<file path="config.mk">
export PLATFORM = sky130hd
export DESIGN_NAME = input_bus
export DESIGN_NICKNAME = d
export VERILOG_FILES = /design/src/rtl/input_bus.sv
export SDC_FILE = /design/constraint.sdc
export NUM_CORES = 1
export LEC_CHECK = 0
export ABC_AREA = 1
export CAP_MARGIN = 30
export CELL_PAD_IN_SITES_DETAIL_PLACEMENT = 1
export CELL_PAD_IN_SITES_GLOBAL_PLACEMENT = 1
export CORE_AREA = 2 2 213 152
export CTS_BUF_LIST = sky130_fd_sc_hd__clkbuf_4 sky130_fd_sc_hd__clkbuf_8
export DETAILED_ROUTE_END_ITERATION = 10
export DIE_AREA = 0 0 215 154
export GPL_TIMING_DRIVEN = 0
export PLACE_DENSITY = 0.9
export SKIP_CTS_REPAIR_TIMING = 1
export SYNTH_ARGS = -nofsm -noshare
export SYNTH_HDL_FRONTEND = slang
export SYNTH_SLANG_ARGS = --single-unit
</file>
<file path="constraint.sdc">
create_clock -name clk -period 9.5 [get_ports clk]
set_clock_uncertainty 0.1 [all_clocks]
set_input_delay 1.425 -clock clk [delete_from_list [all_inputs] [get_ports clk]]
set_output_delay 1.425 -clock clk [all_outputs]
set_load 0.03 [all_outputs]
</file>
<file path="src/rtl/input_bus.sv">
// input_bus: injects external spikes into the west edge of the core grid.
//
// Absolute (core x, core y, axon, tick) spikes arrive over a valid/ready
// handshake. Each spike is converted to a relative-routed packet (dx, dy
// measured from the bus position x = -1, y = BUS_ROW). Packets are held in a
// first-word-fall-through FIFO that the column-0 router drains with the
// grid's empty/ren protocol.
//
// Ports:
//   clk, reset         clock, asynchronous active-high reset
//   in_core_x/y        destination core column/row (unsigned)
//   in_axon, in_tick   destination axon and tick offset
//   in_valid/in_ready  spike handshake; in_ready = FIFO not full
//   dout_east          FIFO head packet (router din_west)
//   empty_out_east     FIFO empty (router empty_in_west)
//   ren_in_east        router pop (router ren_out_west)
//   tick               one-cycle tick pulse
//   inject_count       packets popped since the last tick (wraps at 16 bits)
//   drained            FIFO empty, for the tick controller
//   range_error        sticky: an out-of-range spike was dropped
module input_bus #(
    parameter int PACKET_WIDTH = 30,
    parameter int DX_MSB       = 29,
    parameter int DX_LSB       = 21,
    parameter int DY_MSB       = 20,
    parameter int DY_LSB       = 12,
    parameter int NUM_AXONS    = 256,
    parameter int NUM_TICKS    = 16,
    parameter int FIFO_DEPTH   = 8,
    parameter int BUS_ROW      = 0
) (
    input  logic                             clk,
    input  logic                             reset,
    input  logic [DX_MSB-DX_LSB:0]           in_core_x,
    input  logic [DY_MSB-DY_LSB:0]           in_core_y,
    input  logic [$clog2(NUM_AXONS)-1:0]     in_axon,
    input  logic [$clog2(NUM_TICKS)-1:0]     in_tick,
    input  logic                             in_valid,
    output logic                             in_ready,
    output logic [PACKET_WIDTH-1:0]          dout_east,
    output logic                             empty_out_east,
    input  logic                             ren_in_east,
    input  logic                             tick,
    output logic [15:0]                      inject_count,
    output logic                             drained,
    output logic                             range_error
);

    localparam int DXW = DX_MSB - DX_LSB + 1;
    localparam int DYW = DY_MSB - DY_LSB + 1;
    localparam int PW  = $clog2(FIFO_DEPTH);
    localparam int CW  = PW + 1;

    localparam logic [DYW:0]  BUS_ROW_EXT = (DYW + 1)'(BUS_ROW);
    localparam logic [DXW:0]  DX_ONE      = (DXW + 1)'(1);
    localparam logic [PW-1:0] PTR_ONE     = PW'(1);
    localparam logic [CW-1:0] CNT_ONE     = CW'(1);
    localparam logic [CW-1:0] CNT_FULL    = CW'(FIFO_DEPTH);

    logic [PACKET_WIDTH-1:0] mem_r [FIFO_DEPTH];
    logic [PW-1:0]           rd_ptr_r;
    logic [PW-1:0]           wr_ptr_r;
    logic [CW-1:0]           count_r;
    logic [15:0]             inject_count_r;
    logic                    range_error_r;

    logic [DXW:0]            dx_s;
    logic [DYW:0]            dy_s;
    logic                    in_range_s;
    logic [PACKET_WIDTH-1:0] pkt_s;
    logic                    full_s;
    logic                    empty_s;
    logic                    accept_s;
    logic                    wr_s;
    logic                    pop_s;

    // Relative-address conversion and range test, one bit wider than the fields.
    always_comb begin
        dx_s       = {1'b0, in_core_x} + DX_ONE;
        dy_s       = {1'b0, in_core_y} - BUS_ROW_EXT;
        // dx is never negative, so it fits only if both top bits are clear;
        // dy fits its signed field when its two top bits agree.
        in_range_s = (dx_s[DXW:DXW-1] == 2'b00) && (dy_s[DYW] == dy_s[DYW-1]);
        pkt_s      = {dx_s[DXW-1:0], dy_s[DYW-1:0], in_axon, in_tick};
    end

    // Handshake and FIFO control decode; ready depends only on stored state.
    always_comb begin
        full_s   = (count_r == CNT_FULL);
        empty_s  = (count_r == {CW{1'b0}});
        accept_s = in_valid && !full_s;
        wr_s     = accept_s && in_range_s;
        pop_s    = ren_in_east && !empty_s;
    end

    // FIFO storage, pointers and occupancy; reset clears storage so head reads 0.
    always_ff @(posedge clk or posedge reset) begin
        if (reset) begin
            for (int i = 0; i < FIFO_DEPTH; i++) begin
                mem_r[i] <= {PACKET_WIDTH{1'b0}};
            end
            rd_ptr_r <= {PW{1'b0}};
            wr_ptr_r <= {PW{1'b0}};
            count_r  <= {CW{1'b0}};
        end else begin
            if (wr_s) begin
                mem_r[wr_ptr_r] <= pkt_s;
                wr_ptr_r        <= wr_ptr_r + PTR_ONE;
            end
            if (pop_s) begin
                rd_ptr_r <= rd_ptr_r + PTR_ONE;
            end
            case ({wr_s, pop_s})
                2'b10:   count_r <= count_r + CNT_ONE;
                2'b01:   count_r <= count_r - CNT_ONE;
                default: count_r <= count_r;
            endcase
        end
    end

    // Per-tick injection counter; a pop coinciding with tick counts toward the new tick.
    always_ff @(posedge clk or posedge reset) begin
        if (reset) begin
            inject_count_r <= 16'd0;
        end else if (tick) begin
            inject_count_r <= pop_s ? 16'd1 : 16'd0;
        end else if (pop_s) begin
            inject_count_r <= inject_count_r + 16'd1;
        end else begin
            inject_count_r <= inject_count_r;
        end
    end

    // Sticky flag for spikes dropped because their destination cannot be encoded.
    always_ff @(posedge clk or posedge reset) begin
        if (reset) begin
            range_error_r <= 1'b0;
        end else if (accept_s && !in_range_s) begin
            range_error_r <= 1'b1;
        end else begin
            range_error_r <= range_error_r;
        end
    end

    // Output drive: all taken directly from stored state.
    always_comb begin
        in_ready       = !full_s;
        empty_out_east = empty_s;
        drained        = empty_s;
        dout_east      = mem_r[rd_ptr_r];
        inject_count   = inject_count_r;
        range_error    = range_error_r;
    end

endmodule

</file>
Word-level counts from Yosys, hierarchy flattened

Index checks and enable logic that the tools add are counted.

Multiply operators: 0
Mux-type cells: 10
Bitwise gates (word level): 3
Equal/unequal tests: 3
Divide/modulo/power cells: 0
Reductions and logical operators: 13
Shifts and indexed selects: 0
Add/subtract/negate cells: 6
Order comparisons: 3

Operator list:

| kind                  | count |
|---|---|
| $bwmux 240            | 1 |
| $bmux 30 s3           | 1 |
| $demux 30 s3          | 1 |
| $mux 30               | 3 |
| $mux 16               | 2 |
| $add 16x1->16 const B | 1 |
| $add 9x1->10 const B  | 1 |
| $ge 4x4->1 const B    | 2 |
| $not 3->4             | 2 |
| $pmux 4 s2            | 1 |
| $add 3x1->3 const B   | 2 |
| $logic_and 1x1->1     | 6 |
| $add 4x1->4 const B   | 1 |
| $eq 4x4->1 const B    | 1 |
| $logic_not 4->1       | 1 |
| $lt 4x1->1 const B    | 1 |
| $reduce_bool 2->1     | 2 |
| $sub 4x1->4 const B   | 1 |
| $logic_not 1->1       | 3 |
| $eq 2x1->1 const B    | 1 |
| $eq 2x2->1 const B    | 1 |
| $logic_not 2->1       | 1 |
| $mux 1                | 1 |
| $not 1->1             | 1 |

Memory bits (read-only): 0
Bits of input ports: 35
Logic and storage cells: 51
Output and inout bits: 50
Bits in writable memories: 0
Memories: 0
Bits in registers: 267
Bits in latches: 0

Depth between registers and ports, before layout

Depth in word-level cells: 6
Depth in mapped cells: 17
Mapped depth without buffers: 16

Worst setup path before layout

OpenSTA, ideal clock, no wires.

Path type: input port to flip-flop
From: input in_core_x[0]
To: register count_r[3]
Cell stages on the path: 17
Data required time: 9279 ps
Slack: 5808 ps
Data arrival time: 3471 ps
Path through: ha_1 nand2_1 nor2_2 nand2_1 nand2_1 nand2_2 nor2_8 buf_6 nand2_2 ha_1 ha_1 a21oi_1 nand2_1 a21oi_1 o21ai_0 nand2_1 nand2_1

Longest elaborated chain between the ends: 6

Ends and longest elaborated chain:

| element                                                | line | source |
|---|---|---|
| start: declaration                                     | 34   | `input logic [DX_MSB-DX_LSB:0] in_core_x,` |
| $add 9x1->10 (*)                                       | 79   | `dx_s = {1'b0, in_core_x} + DX_ONE;` |
| $logic_not 2->1 (*)                                    | 83   | `in_range_s = (dx_s[DXW:DXW-1] == 2'b00) && (dy_s[DYW] == dy_s[DYW-1]);` |
| $logic_and 1x1->1 (*)                                  | 83   |  |
| $logic_and 1x1->1 (*)                                  | 92   | `wr_s = accept_s && in_range_s;` |
| $eq 2x1->1 / $eq 2x2->1 (equally long branches)        | 113  | `case ({wr_s, pop_s})` |
| $pmux 4 s2 / $reduce_bool 2->1 (equally long branches) | n/a  |  |
| end signal: assignment                                 | 114  | `2'b10: count_r <= count_r + CNT_ONE;` |
| end signal: assignment                                 | 115  | `2'b01: count_r <= count_r - CNT_ONE;` |
| end signal: assignment                                 | 116  | `default: count_r <= count_r;` |
| end: declaration                                       | 63   | `logic [CW-1:0] count_r;` |

Every way passes the cells marked *; elsewhere a longest branch is shown, timed or not.
A chain may end at the register's enable or synchronous reset.

Worst setup path in the final report

From: register rd_ptr_r[1]
To: output dout_east[18]

Longest elaborated chain between the ends: 4

Ends and longest elaborated chain:

| element                                     | line | source |
|---|---|---|
| start: declaration                          | 61   | `logic [PW-1:0] rd_ptr_r;` |
| start signal: assignment                    | 102  | `rd_ptr_r <= {PW{1'b0}};` |
| start signal: assignment                    | 111  | `rd_ptr_r <= rd_ptr_r + PTR_ONE;` |
| $not 3->4 (not written as such)             | 150  | `dout_east = mem_r[rd_ptr_r];` |
| $bmux 30 s3                                 | 150  |  |
| $mux 30 (not written as such) (2 in series) | 150  |  |
| end: declaration                            | 40   | `output logic [PACKET_WIDTH-1:0] dout_east,` |

Every way passes these cells. The select of a mux whose other input is x is not followed.

==> flow_summary.toml <==
[layout]
finalNetCount = 1941
n_antenna_cell = 0
layout_common_cells = "588 x nand2_1, 267 x dfrtp_1, 240 x nand4_1"
final_cell_area_sq_um = 16000
final_common_cell = "nand2_1"
layout-drive-gt1-share_pct = 11.1
area_delta_synth_final_pct = 15.3

[die]
start_util_pct = 44.9
die_h_um = 154
die_w_um = 215
dieArea_sq_um = 33100
core_area_sq_um = 30900
row_count = 54
boundaryPins = 85

[logic_synthesis]
netlist_area_sq_um = 13900
synth_nets = 1829
ys_warn_count = 0
synth_seq_cells = 267
yosysTopAreaCell = "dfrtp_1"
synth_top_area_share_pct = 48.1
synthCells = 1786
syn_area_per_cell_sq_um = 7.78
yosys-top-cells-area = "dfrtp_1 48%, nand2_1 16%, nand4_1 11%, nor2_1 4.9%, o21ai_0 4.8%"
synth.yosys.seq_area_share_pct = 48.1
yosys.cell_types.count = 29

[worst_setup_path]
r2r_slack_ps = 6460
cp_slowest_cell = "clkdlybuf4s50_1"
required_ps = 7980
cpMostUsedCell = "clkbuf_1"
path_cells = "clkbuf_1 > clkinv_1 > clkbuf_1 > nor2_1 > o21ai_0 > a31oi_1 > clkdlybuf4s50_1"
end_kind = "output port"
slowest_delay_ps = 760
arrival_ps = 3770
path_max_fanout = 10
critPathLaunchType = "flip-flop"
path_class = "flip-flop to output port"

[detailed_routing]
drt-pass1-iter-count = 5
detailedRoute.firstIterationViolations = 1851
route.detailed.drc = 0
vias_per_cell = 6.01
wl_um = 53800
routedWlPerCell_um = 22.9
dr_total_vias = 14100
ant_nets = 0

[run_status]
status = "finished clean"

[timing]
slew-limit-headroom_pct = 28.8
rsz0062_at_grt = "false"
fin_crit_ps = 5290
hold_viol_final = 0
fmax_mhz = 189
drv_slew = 0
worst_pin_slew_ps = 1060
finalCritPeriodShare_pct = 55.7
setup_viol = 0
worst_slack_ps = 4210
hold_ws_ps = 366

[power_and_ir_drop]
p_leak_nw = 8.19
powerDensity_nw_per_um2 = 338
ir_drop_mv = 0.133

[placement]
io_buffers = 64
dp_hpwl_um = 37500
pre_cts_slack_ps = 4680
dpl-instance-area_sq_um = 15100
gp_congestion = 0.923

[cts]
path_clk_slew_ps = 60
max-clock-path-buffers = 3
htreeDepth = 2
insertion_delay_ps = 580
tritoncts = "done"
clockRootBuffer = "clkbuf_8"
cts_sinks = 267
numCtsBuffers = 44

[flow_run]
cap_viol_max_count = 0

[grt]
grt_pass1_vias = 14200
overflow = 0
grt_usage_pct = 32.5
antenna_found_initial = 0
grt_max_degree = 121
grt_pass1_wl_um = 83400

[hold_path]
min_path_type = "flip-flop to flip-flop"
[per-stage QoR]
step                      util [%]  cells  TNS [ps]  total power (W)
final                         51.7   2348         0          0.00542
after global placement        48.7   2270   -822300          0.00414
after CTS                     51.7   2348         0          0.00536
after global routing          51.7   2348         0          0.00571
after detailed placement      48.9   2272         0          0.00426
after floorplan                  -   1786         0          0.00328
[worst max-delay path, delay by kind of cell (launching register included)]
kind / cells / cell delay, ps
DFF: 1 / 350
AOI/OAI and AO/OA: 2 / 500
and+or+nand+nor: 1 / 270
buffers and inverters: 4 / 2060
[kinds of logic (layout without fill, tap and decap cells)]
kind of cell,after synthesis,after routing,synth area share [%]
AOI/OAI and AO/OA,213,213,8.00
xor gates and xnor gates,9,9,0.568
adders and majority gates,8,8,0.775
buffers and inverters,233,375,8.93
DFF,267,267,48.1
and+or+nand+nor,1056,1056,33.6
[synth_stat cells]
cell      number
fa_1           1
nor3_1        13
nor2_1       180
nor2_2         3
xor2_1         6
a21oi_1       46
clkbuf_1      48
clkinv_1       2
xnor2_1        3
o31ai_1        1
o21bai_1       1
a31oi_1       30
nand3_2        2
buf_6         26
nand3_1       15
buf_4         17
nand2_1      588
buf_2         67
nor2_8         1
dfrtp_1      267
ha_1           7
o21ai_0      134
buf_8          2
nand2_2       14
buf_1          7
o211ai_1       1
inv_2          3
inv_1         61
nand4_1      240
[path summary, 6_finish.rpt]
check                                         to        start  cells after the start
worst max-delay path               dout_east[18]  rd_ptr_r[1]                      7
worst min-delay path                  mem_r[134]   mem_r[134]                      2
worst max register to register        count_r[3]   count_r[0]                     14
worst min register to register        mem_r[134]   mem_r[134]                      2
max in group asynchronous              mem_r[74]        reset                      4
min in group asynchronous       inject_count[15]        reset                      2
[registers in the layout, indices dropped and copies added, names as in the netlist]
register,count
wr_ptr_r,3
inject_count,16
range_error,1
mem_r,240
rd_ptr_r,3
count_r,4
[layout make-up]
type,instances,area [sq um]
clock inverters,8,65.1
repair buffers,66,696
well taps,420,526
plain buffers,167,992
fillers,3892,14900
clock buffers,68,830
flip-flops and latches,267,6680
multi-input cells,1286,5970
inverters,66,255
[power breakdown]
group	switching [W]	total, W	internal, W	leakage [nW]
Sequential	0.000255	0.00182	0.00157	3.50
Combinational	0.00176	0.00251	0.000755	4.21
Clock	0.000499	0.00108	0.000581	0.486
Total	0.00251	0.00542	0.00290	8.19
[layer usage]
metal  part of all wire (%)  routed length [um]  vias to the layer above  global-route usage (%)
met5                      0                   0                        -                       0
met1                     43               23300                     7135                    45.3
met4                    2.5                1370                        0                    8.67
met2                     45               24100                      669                    50.7
li1                       -                   -                     6180                       -
met3                    9.5                5120                      121                    8.15
Note: power is estimated with default switching activity, not from simulation.
